## src/rtl/tuart_tx.sv

```systemverilog
// tuart_tx: UART transmitter that sends a WIDTH-bit word as WIDTH/DATA_BITS frames, least significant byte first.
module tuart_tx #(
  parameter int WIDTH        = 32,
  parameter int DATA_BITS    = 8,
  parameter int NR_STOP_BITS = 1,
  parameter int CLKS_PER_BIT = 16
) (
  input  logic             clk_i,
  input  logic             rst_in,
  input  logic [WIDTH-1:0] data_i,
  input  logic             stb_i,
  output logic             rdy_o,
  output logic             tx_o
);
  localparam int NR_BYTES = WIDTH / DATA_BITS;
  localparam int CW = $clog2(CLKS_PER_BIT);
  localparam int BW = DATA_BITS > 1 ? $clog2(DATA_BITS) : 1;
  localparam int YW = NR_BYTES > 1 ? $clog2(NR_BYTES) : 1;
  localparam logic [CW-1:0] BAUD_MAX = CW'(CLKS_PER_BIT - 1);
  localparam logic [BW-1:0] BIT_MAX  = BW'(DATA_BITS - 1);
  localparam logic [YW-1:0] BYTE_MAX = YW'(NR_BYTES - 1);
  localparam logic          STOP_MAX = 1'(NR_STOP_BITS - 1);

  typedef enum logic [1:0] {IDLE, START, DATA, STOP} state_t;

  state_t               state_q, state_d;
  logic [CW-1:0]        baud_q, baud_d;
  logic [BW-1:0]        bit_q, bit_d;
  logic [YW-1:0]        byte_q, byte_d;
  logic                 stop_q, stop_d;
  logic [WIDTH-1:0]     shift_q, shift_d;
  logic                 tx_q, tx_d;
  logic                 rdy_q, rdy_d;
  logic                 wrap;
  logic [DATA_BITS-1:0] cur_byte;

  always_comb begin
    state_d = state_q;
    bit_d   = bit_q;
    byte_d  = byte_q;
    stop_d  = stop_q;
    shift_d = shift_q;
    wrap    = baud_q == BAUD_MAX;
    baud_d  = state_q == IDLE ? baud_q : wrap ? '0 : baud_q + 1'b1;
    case (state_q)
      IDLE: if (stb_i) begin
        state_d = START;
        shift_d = data_i;
        baud_d  = '0;
        bit_d   = '0;
        byte_d  = '0;
        stop_d  = 1'b0;
      end
      START: if (wrap) begin
        state_d = DATA;
        bit_d   = '0;
      end
      DATA: if (wrap) begin
        bit_d   = bit_q == BIT_MAX ? '0 : bit_q + 1'b1;
        state_d = bit_q == BIT_MAX ? STOP : DATA;
        stop_d  = 1'b0;
      end
      default: if (wrap) begin
        stop_d = stop_q + 1'b1;
        if (stop_q == STOP_MAX) begin
          // Next byte starts immediately; only the end of the word returns to IDLE.
          state_d = byte_q == BYTE_MAX ? IDLE : START;
          byte_d  = byte_q == BYTE_MAX ? byte_q : byte_q + 1'b1;
          shift_d = byte_q == BYTE_MAX ? shift_q : shift_q >> DATA_BITS;
          stop_d  = 1'b0;
        end
      end
    endcase
    cur_byte = shift_d[DATA_BITS-1:0];
    tx_d     = state_d == START ? 1'b0 : state_d == DATA ? cur_byte[bit_d] : 1'b1;
    rdy_d    = state_d == IDLE;
  end

  always_ff @(posedge clk_i or negedge rst_in) begin
    if (!rst_in) begin
      state_q <= IDLE;
      baud_q  <= '0;
      bit_q   <= '0;
      byte_q  <= '0;
      stop_q  <= 1'b0;
      shift_q <= '0;
      tx_q    <= 1'b1;
      rdy_q   <= 1'b1;
    end else begin
      state_q <= state_d;
      baud_q  <= baud_d;
      bit_q   <= bit_d;
      byte_q  <= byte_d;
      stop_q  <= stop_d;
      shift_q <= shift_d;
      tx_q    <= tx_d;
      rdy_q   <= rdy_d;
    end
  end

  assign tx_o  = tx_q;
  assign rdy_o = rdy_q;
endmodule

```

## config.mk

```make
export PLATFORM = sky130hd
export DESIGN_NAME = tuart_tx
export DESIGN_NICKNAME = d
export VERILOG_FILES = /design/src/rtl/tuart_tx.sv
export SDC_FILE = /design/constraint.sdc
export NUM_CORES = 1
export LEC_CHECK = 0
export ABC_AREA = 1
export CAP_MARGIN = 15
export CORE_UTILIZATION = 51
export CTS_BUF_LIST = sky130_fd_sc_hd__clkbuf_2
export CTS_CLUSTER_DIAMETER = 50
export DETAILED_ROUTE_END_ITERATION = 10
export GPL_TIMING_DRIVEN = 0
export PLACE_DENSITY = 0.85
export SYNTH_ARGS = -nofsm -noshare
export SYNTH_HDL_FRONTEND = slang
export SYNTH_SLANG_ARGS = --single-unit
export TNS_END_PERCENT = 20
```

## constraint.sdc

```tcl
create_clock -name clk_i -period 1.9 [get_ports clk_i]
set_input_delay 0.19 -clock clk_i [delete_from_list [all_inputs] [get_ports clk_i]]
set_output_delay 0.19 -clock clk_i [all_outputs]
set_load 0.005 [all_outputs]
```

# Yosys cells after proc, flatten, opt, wreduce, memory -nomap -nowiden
# Cells that the tools add are included.
dict set report word_totals {
  regBits 46
  input_bits 35
  output_inout_bits 2
  word_cells 69
}
dict set report classes {
  n_addsub 4
  order_cmp 1
  n_eq_ne 11
  mux 36
  n_bitwise 2
  reduce_logical 6
}
# cell count
set ops {}
lappend ops {{2-to-1 mux 32 bit} 4}
lappend ops {{case mux 32 bit (2 select lines)} 1}
lappend ops {{2-to-1 mux 2 bit} 9}
lappend ops {{2-to-1 mux 4 bit} 4}
lappend ops {{2-to-1 mux 3 bit} 4}
lappend ops {{2-to-1 mux 1 bit} 9}
lappend ops {{case mux 3 bit (3 select lines)} 1}
lappend ops {{equality test 2 bit, second input constant} 3}
lappend ops {{inequality test 2 bit, second input constant} 3}
lappend ops {{case mux 2 bit (3 select lines)} 1}
lappend ops {{AND reduction 5 bit} 1}
lappend ops {{adder 4 x 1 -> 4 bit, second input constant} 1}
lappend ops {{equality test 2 x 1 -> 1 bit, second input constant} 2}
lappend ops {{equality test 4 bit, second input constant} 1}
lappend ops {{logical NOT 2 bit} 2}
lappend ops {{< comparator 3 x 4 -> 1 bit, second input constant} 1}
lappend ops {{case mux 2 bit (2 select lines)} 1}
lappend ops {{AND reduction 4 bit} 1}
lappend ops {{adder 3 x 1 -> 3 bit, second input constant} 1}
lappend ops {{binary-select mux 1 bit (select 3 bit)} 1}
lappend ops {{equality test 3 bit, second input constant} 1}
lappend ops {{case mux 1 bit (3 select lines)} 1}
lappend ops {{adder 2 x 1 -> 2 bit, second input constant} 1}
lappend ops {{inequality test 2 x 1 -> 1 bit, second input constant} 1}
lappend ops {{4 further kinds} 5}

# Longest topological paths before layout
# Gate-level depths: netlist of run 1.
dict set report depth {
  depth_word 9
  ltp_mapped 15
}

# Worst setup path after synthesis of run 1
# OpenSTA, ideal clock, no wires.
dict set report synth_timing {
  path_type {reg-to-reg}
  from {register state_q[1]}
  to {register shift_q[10]}
  arrival_ps 1672
  t_required_ps 1775
  path_slack_ps 104
  stages_incl_launch_ff 8
  path_buffers 1
  period_less_slack_ps 1796
  cell_sequence {dfrtp_1 > inv_1 > ha_1 > nand2_1 > nand2_1 > a21oi_2 > buf_4 > mux2_2}
}
dict set report synth_between {
  elab_chain_len 4
  elab_cells_between_ends 11
}
# element line
set synth_rtl {}
lappend synth_rtl {{start: declaration} 26} ;# state_t state_q, state_d;
lappend synth_rtl {{start signal: assignment} 90} ;# state_q <= state_d;
lappend synth_rtl {{equality test 2 bit / equality test 2 x 1 -> 1 bit (equally long branches)} 45} ;# case (state_q)
lappend synth_rtl {{OR reduction 2 bit (no source line)} --}
lappend synth_rtl {{NOT 1 bit (no source line)} --}
lappend synth_rtl {{AND reduction 5 bit (no source line)} --}
lappend synth_rtl {{end signal: assignment} 95} ;# shift_q <= shift_d;
lappend synth_rtl {{end: declaration} 31} ;# logic [WIDTH-1:0] shift_q, shift_d;
# Parallel ways exist; a longest one is shown, timed or not.
# A chain may end at the register's enable or synchronous reset.

# Worst setup path in the final report of run 1
dict set report layout_timing {
  from {register state_q[0]}
  to {register tx_q, in the netlist tx_o}
}
dict set report layout_between {
  elab_chain_len 7
  elab_cells_between_ends 18
}
# element line
set layout_rtl {}
lappend layout_rtl {{equality test 2 bit / equality test 2 x 1 -> 1 bit (equally long branches)} 45}
lappend layout_rtl {{OR reduction 2 bit (no source line)} --}
lappend layout_rtl {{case mux 32 bit (2 select lines) *} 45}
lappend layout_rtl {{via shift_d[7]} 31}
lappend layout_rtl {{binary-select mux 1 bit (select 3 bit) *} 75} ;# tx_d = state_d == START ? 1'b0 : state_d == DATA ? cur_byte[bit_d] : 1'b1;
lappend layout_rtl {{2-to-1 mux 1 bit (implied by the code) *} 75}
lappend layout_rtl {{2-to-1 mux 1 bit * (2 in series)} 75}
lappend layout_rtl {{via tx_d} 32} ;# logic tx_q, tx_d;
lappend layout_rtl {{end signal: assignment} 96} ;# tx_q <= tx_d;
lappend layout_rtl {{end: declaration} 32}
# The timed path passes the listed nets; every way through them passes the cells marked *. The select of a mux whose other input is x is not followed.

==> flow_results.org, run 1 <==
** Status
- The run finished with clean final reports.

** Setup path
- The critical path is of the reg -> reg type.
- Cells along the critical path :: buf_6 -> ha_4 -> buf_6 -> nor2_4 -> buf_6 -> nand2_2 -> nand2_1 -> inv_1 -> nand2_2 -> nand2_1 -> nand3_2 -> nand3_1 -> nand3_1 -> nand2_1 -> inv_1
- Critical Path Fanout Max :: 7
- For flop-to-flop paths, the worst setup slack is roughly 0.012 ns.
- Cell type of the slowest stage on the worst timing path :: dfrtp_1
- At the worst endpoint, the arrival time is around 2.3 ns.
- Data on the critical path is required at its endpoint by ~2.3 ns.
- The worst setup path is launched from a register.
- Critical path endpoint category :: register
- Slowest cell delay on critical path :: between 0.4 and 0.5 ns

** Detailed routing
- Iteration-0 DRC count of the detailed router :: 107
- Routed Wire Length :: roughly 6500 um
- Vias after detailed routing :: about 2500
- Drt drc :: 0
- Total iterations of the first detailed-routing run :: 4
- After detailed routing, the number of vias per cell comes to ~5.3.
- Final antenna-violating net count :: 0
- Per-cell routed wire length :: ~14 um

** CTS
- For this design, the sink count on the clock tree is 45.
- Deepest clock path buffer count :: 2
- After clock tree synthesis, the clock-pin slew on the worst setup and hold paths is about 0.25 ns.
- Clock latency on the worst-skew pair, taken at its later pin, is approximately 0.42 ns.
- TritonCTS built the clock tree.
- TritonCTS created 5 clock buffers.
- Clk Tree Root Cell :: clkbuf_2
- H-tree levels :: 2

** STA
- Setup violations remaining at the end of the flow were counted as 0.
- Fraction of the cycle the final worst path needs :: 0.994
- Max Clock Skew :: between 0.03 and 0.04 ns
- Setup repair after global routing could not meet its margin everywhere.
- Minimum clock period :: 1.89 ns
- Max-slew headroom at the worst pin :: 0.752
- Upper clock frequency limit :: ~530 MHz
- Endpoints failing hold :: 0
- For the pin with the worst max-slew slack, the measured transition is between 0.3 and 0.4 ns.
- The count of pins over their slew limit is 0.

** Floorplanning
- The die is ~74 um tall.
- The floorplan step defined a die boundary enclosing between 5000 and 6000 um^2.
- Die X :: around 74 um
- Starting Density :: 0.547
- In this run the standard cell core region covers between 4000 and 5000 um^2.
- Placement row count :: 25
- I/O pin count :: 37

** Placement
- HPWL after detailed placement :: 4520 um
- Port buffering added 36 buffers.
- At the end of routability-driven placement, the weighted congestion stood at 0.873.
- Inst Count DP :: between 400 and 500

** Yosys
- Top-area cell type share of the netlist area :: 0.406
- Post-Synthesis Cells :: 340
- Post-synthesis sequential element count :: 45
- Complex-gate fraction of the synthesized area :: 0.135
- Of the total synthesized cell area, the portion taken by full adders, half adders and majority gates is 0.0425.
- For this run, asynchronously set or reset flops after synthesis account for 1.00.
- Dividing the synthesized area by the synthesized cell count gives roughly 7.8 um^2.
- Most common library cells after synthesis :: 96 x nand2_1, 53 x inv_1, 43 x dfrtp_1
- Of the total synthesized cell area, the portion taken by XOR and XNOR cells is 0.00330.
- Post-Syn Nets :: 384
- In the synthesized netlist the dominant register cell turns out to be dfrtp_1.
- Number of synthesized flops with an enable pin :: 0
- For this run, the register share of the synthesized area comes to 0.426.
- Synth area leaders :: dfrtp_1 41%, nand2_1 14%, inv_1 7.5%
- Mux cell area share after synthesis :: 0.00849
- Area of the mapped netlist :: 2650 um^2
- Of the total synthesized cell area, the portion taken by AND, OR, NAND and NOR gates is 0.265.
- For this run, the number of Yosys warnings is 0.
- Of all cell types, the one taking the most synthesized area is dfrtp_1.
- Main combinational cell family by area after synthesis :: simple AND/OR/NAND/NOR gates
- Leading cell type by number of instances after synthesis :: nand2_1
- Number of unique standard cell types used by synthesis :: 38

** Global routing
- Antenna violations before repair :: 0
- Wire length of the first global-routing pass :: 10600 um
- Global routing finished with a remaining overflow of 0.
- Entering global routing, the biggest net connects 36 pins.
- The number of global-route vias before repair came to approximately 2400.
- All-layer global routing usage :: 0.253

** Layout
- Antenna cells :: 0
- Measured on the finished design, the core utilization comes to 0.706.
- Layout cells sized above 1 :: 0.210
- Syn-to-layout area delta :: 29.1%
- Final standard cell count with taps included and fillers excluded :: roughly 460
- Post-layout net count :: about 440

** Worst hold path
- Hold WC Path Type :: in -> async

** Pwr
- Across the VDD grid, the largest voltage drop is roughly 510 uV.
- Pleak :: between 1.5 and 2 nW
- For this design the ratio of total power to cell area is 465 nW/um^2.

** Run
- Across the run, the number of max-cap violations was 0.
[critical path: cells and delay by family (launching register included)]
family | cells | cell delay [ns]
buffers and inverters | 5 | 0.53
flip-flops | 1 | 0.48
adder cells (fa/ha/maj) | 1 | 0.15
AND/OR/NAND/NOR | 9 | 0.67
[worst paths after layout]
path                       cells past startpoint         from          end
setup reg to reg                              15   state_q[0]         tx_o
max in group asynchronous                      3       rst_in         tx_o
setup / recovery                              15   state_q[0]         tx_o
min in group clk_i                             3   data_i[24]  shift_q[24]
hold reg to reg                                1  shift_q[10]  shift_q[10]
hold / removal                                 2       rst_in  shift_q[18]
[layer usage]
metal | up-vias | global-route usage | part of all wire
met5 | - | 0 | 0
met4 | 0 | 0.0833 | 0.012
met3 | 9 | 0.0339 | 0.042
met2 | 72 | 0.425 | 0.48
met1 | 1169 | 0.338 | 0.47
li1 | 1200 | - | -
[registers in the layout, summed over array words and instances, names as in the netlist]
| register | count |
|---|---|
| baud_q | 4 |
| state_q | 2 |
| tx_o | 1 |
| bit_q | 3 |
| shift_q | 32 |
| byte_q | 2 |
| rdy_o | 1 |
[report_power, final]
group          internal, W  total (W)  switching, W
registers         0.000960   0.000960             0
clock network     0.000217   0.000536      0.000318
logic            0.0000653  0.0000964     0.0000311
[repair_timing]
item | 4_1_cts | 5_1_grt
resized for setup | 11 | 38
hold buffers | 1 | 0
cloned | 0 | 0
setup endpoints to repair | 27 | 25
endpoints found under the hold margin | 43 | 0
pin swaps | 0 | 12
buffers inserted | 2 | 9
[cells by family (layout without fill, tap and decap cells)]
group / Yosys count / after routing
AO/OA/AOI/OAI: 55 / 55
XOR/XNOR: 1 / 1
adder cells (fa/ha/maj): 9 / 9
buffers and inverters: 72 / 127
flip-flops: 45 / 45
multiplexers: 2 / 2
AND/OR/NAND/NOR: 156 / 156
[area by class of cell]
cell class	count	area, um^2
Clock inverter	3	41.3
Fill cell	380	1430
Sequential cell	45	1130
Tap cell	67	83.8
Buffer	13	109
Inverter	57	219
Clock buffer	5	25.0
Timing Repair Buffer	49	472
Multi-Input combinational cell	223	1340
[cell usage in the layout, fill, tap and decap left out, types with 2 or more instances in the layout]
cell type and instances:
nand3_1 31, dfrtp_1 42, nand4_1 2, o21ai_0 25
nor2_1 5, clkbuf_2 7, ha_1 5, buf_4 10
a21oi_1 3, clkdlybuf4s50_1 35, nand2_1 86, buf_6 5
inv_1 50, o31ai_1 14, nand2_2 14, dfstp_2 2
nor2_4 2, ha_4 3, nand3_2 6, inv_4 2
o31ai_2 2, buf_2 5, nand2_4 4, inv_2 5
buf_8 2
[metrics by stage]
step | total power (W) | hold WS [ns] | setup TNS [ns] | worst slack [ns] | area, um^2
6_report | 0.00159 | 0.138 | 0 | 0.0122 | 3420
3_3_place_gp | 0.00107 | 0.492 | -25.19 | -0.525 | 3100
4_1_cts | 0.00159 | 0.151 | -0.0367 | -0.0367 | 3230
3_5_place_dp | 0.00107 | 0.0959 | -3.69 | -0.225 | 3110
2_1_floorplan | 0.000977 | -0.106 | 0 | 0.104 | 2650
5_1_grt | 0.00164 | 0.121 | -0.137 | -0.0924 | 3420
Power figures use the tool's default switching activity.
==> inputs of run 2 (changes only) <==
--- a/config.mk
+++ b/config.mk
@@ -7,6 +7,7 @@
 export LEC_CHECK = 0
 export ABC_AREA = 1
 export CAP_MARGIN = 15
+export CORE_MARGIN = 3
 export CORE_UTILIZATION = 51
 export CTS_BUF_LIST = sky130_fd_sc_hd__clkbuf_2
 export CTS_CLUSTER_DIAMETER = 50
==> flow_results.org, run 2 (same netlist as run 1, synthesis figures left out) <==
** Setup path
- The largest individual stage delay along the critical path comes from the cell dfrtp_1.
- Data on the critical path is required at its endpoint by approximately 2.3 ns.
- Reg2reg setup slack :: -0.0003 ns
- The worst register-to-register path begins at state_q[0].
- In this design, the largest share of critical-path delay is due to simple AND/OR/NAND/NOR gates.
- The signal on the critical path passes through buf_6 -> buf_4 -> ha_1 -> inv_2 -> nand2_1 -> nand2_2 -> nand2_2 -> nand3_2 -> nand2_4 -> inv_4 -> nand2_1 -> nand3_1 -> nand3_2 -> nand3_2 -> nand2_1 -> inv_1.
- Critical Path Fanout Max :: 6
- In this design, the stage delay of the slowest critical-path cell is about 0.47 ns.
- WP data arrival :: 2.28 ns
- Worst reg-to-reg path cell count :: 16
- Critical path endpoint category :: register
- Worst r2r dst :: tx_o
- The critical path in this run is classified as reg -> reg.
- Buf+Inv Stages, Crit Path :: 5
- Critical Path Source Type :: register

** Floorplanning
- The die covers 6100 um^2.
- Placement row count :: 25
- I/O pin count :: 37
- From left edge to right edge, the die measures ~78 um.
- Starting Density :: 0.543
- Overall die height :: 78.1 um
- Standard cell core area :: 4880 um^2

** Detailed routing
- Routed Wire Length :: a little over 7000 um
- For this block, the initial DRC count from the detailed router was between 150 and 200.
- Sum of met2 wire segment lengths after detailed routing :: 3700 um
- Dividing the detail-routed wire length by the instance count gives 15.1 um.
- Average vias per placed instance :: 5.37
- The pre-antenna-repair detailed-routing pass consisted of 4 iterations.
- The final route contains roughly 2500 vias.
- In the final routing, the length of wire on met1 measures approximately 3000 um.
- In the routed design, unresolved DRC markers number 0.
- The highest metal layer carrying signal wires in the routed design is met4.
- Summed over all nets, wire length on met3 after detailed routing comes to ~300 um.
- Once detail routing completed, the nets flagged for antenna violations numbered 0.

** Global routing
- Wire length of the first global-routing pass :: ~11000 um
- The number of global-route vias before repair was around 2400.
- All-layer global routing usage :: 0.227
- Entering global routing, the biggest net connects 32 pins.
- Antenna violations before repair :: 0
- For this run the aggregate overflow at the end of global routing stands at 0.

** STA
- Fraction of the cycle the final worst path needs :: 1.00
- Setup-failing EPs final :: 1
- Minimum clock period :: between 1.5 and 2 ns
- Timing would allow up to between 500 and 600 MHz.
- Max Clock Skew :: 0.0173 ns
- Measured against its own limit, the worst slew margin works out to 0.751.
- The count of pins over their slew limit is 0.
- Unrepaired setup endpoints after global routing :: true
- In the post-route analysis, the smallest setup slack over all paths is -0.000254 ns.
- At the pin with the least slew margin, the transition time is roughly 0.37 ns.
- Hold slack final :: 0.167 ns
- Endpoints failing hold :: 0

** CTS
- Deepest clock path buffer count :: 2
- Insertion delay of the later-clocked pin in the worst-skew pair :: 0.43 ns
- Clock tree synthesis selected as its root buffer the cell clkbuf_2.
- The number of clock buffers added by TritonCTS is 5.
- CTS tree :: done
- After clock tree synthesis, the clock-pin slew on the worst setup and hold paths is between 0.2 and 0.25 ns.
- H-tree levels :: 2
- The clock net in this run drives a total of 45 sinks.

** Layout
- Combined flip-flop and latch cell area :: about 1100 um^2
- Filler cell count :: ~370
- The largest registers in the layout are shift_q: 32 flops, baud_q: 4 flops, bit_q: 3 flops.
- In the final layout, the multi-input gates occupy roughly 1300 um^2.
- Design area :: 3490 um^2
- Final standard cell count with taps included and fillers excluded :: approximately 470
- Core utilization of the finished layout :: 0.716
- Of the cells placed in the final design, the portion with a size suffix greater than 1 is 0.239.
- Max FFs per register :: 32
- The register with the most flip-flops in the final layout is shift_q.
- Post-layout net count :: ~450
- From synthesis to final layout, the design area changed by 31.8%.
- The repair_antennas step left the layout with diodes totalling 0.
- Most frequent cells in the layout :: 82 x nand2_1, 49 x inv_1, 43 x dfrtp_1
- Leading cell type in the layout, fill and taps excluded :: nand2_1

** Worst hold path
- In this run the worst hold path is classified as in -> async.

** Pwr
- In this run the power density over the cells is roughly 500 nW/um^2.
- IR analysis of the VDD net gives a maximum drop of between 300 and 400 uV.
- Pleak :: approximately 1.7 nW
- Power, Total :: ~0.0017 W

** Placement
- HPWL after detailed placement :: ~4700 um
- Once placement finished, the instance area stood at slightly above 3000 um^2.
- Input/output buffers :: 36
- Routability-driven placement finished with a final weighted congestion of 0.858.
- Including well taps, the total number of placed cells is approximately 440.

** Run
- Across the run, the number of max-cap violations was 0.

** Status
- The final reports fail on negative setup slack.
- Status :: complete, but fails checks
==> run 2: changes by cell type in the layout (fill, tap and decap cells not counted), moves of 2 or more <==
cell	delta
buf_4	+7
nand2_1	-4
nand2_2	+4
nand3_2	+4
nand3_1	-3
buf_6	-2
ha_2	+2
ha_4	-2
o31ai_1	+2
o31ai_2	-2
==> run 2: power breakdown <==
group / total (W) / switching [W] / internal (W)
Clock: 0.000678 / 0.000326 / 0.000352
Sequential: 0.000960 / 0 / 0.000960
Combinational: 0.0000976 / 0.0000323 / 0.0000654
Total: 0.00174 / 0.000359 / 0.00138
==> run 2: worst max path at each step <==
| stage | endpoint | start | slack, ns | cells past startpoint |
|---|---|---|---|---|
| 3_3_place_gp | shift_q[16] | rst_in | -0.53 | 1 |
| 3_5_place_dp | shift_q[23] | state_q[0] | -0.22 | 10 |
| 2_1_floorplan | shift_q[10] | state_q[1] | 0.10 | 7 |
| 6_report | tx_o | state_q[0] | -0.0003 | 16 |
| 4_1_cts | tx_o | state_q[0] | 0.0001 | 15 |
| 5_1_grt | tx_o | state_q[0] | -0.09 | 16 |
==> run 2: timing repair <==
action,in CTS,in global routing
setup endpoints to repair,27,24
cloned,0,0
pin swaps,2,8
gates resized for setup,17,31
hold buffers,1,0
hold endpoints to repair,45,0
buffers inserted,10,8
==> run 2: through the flow <==
stage	worst slack (ns)	setup TNS, ns
2_1_floorplan	0.104	0
3_3_place_gp	-0.528	-25.43
3_5_place_dp	-0.217	-3.45
4_1_cts	0.000149	0
5_1_grt	-0.0933	-0.278
6_report	-0.000254	-0.000254
==> run 2: final cells by class <==
cell class / instances / area share
Buffer: 13 / 0.0287
Multi-Input combinational cell: 223 / 0.382
Sequential cell: 45 / 0.323
Clock buffer: 5 / 0.00716
Inverter: 57 / 0.0627
Tap cell: 67 / 0.0240
Timing Repair Buffer: 56 / 0.154
Clock inverter: 3 / 0.0186
==> run 2: metal layers <==
layer / up-vias / global-route usage
met5: - / 0
met4: 0 / 0.0629
met3: 14 / 0.0356
met2: 68 / 0.390
met1: 1213 / 0.296
li1: 1222 / -
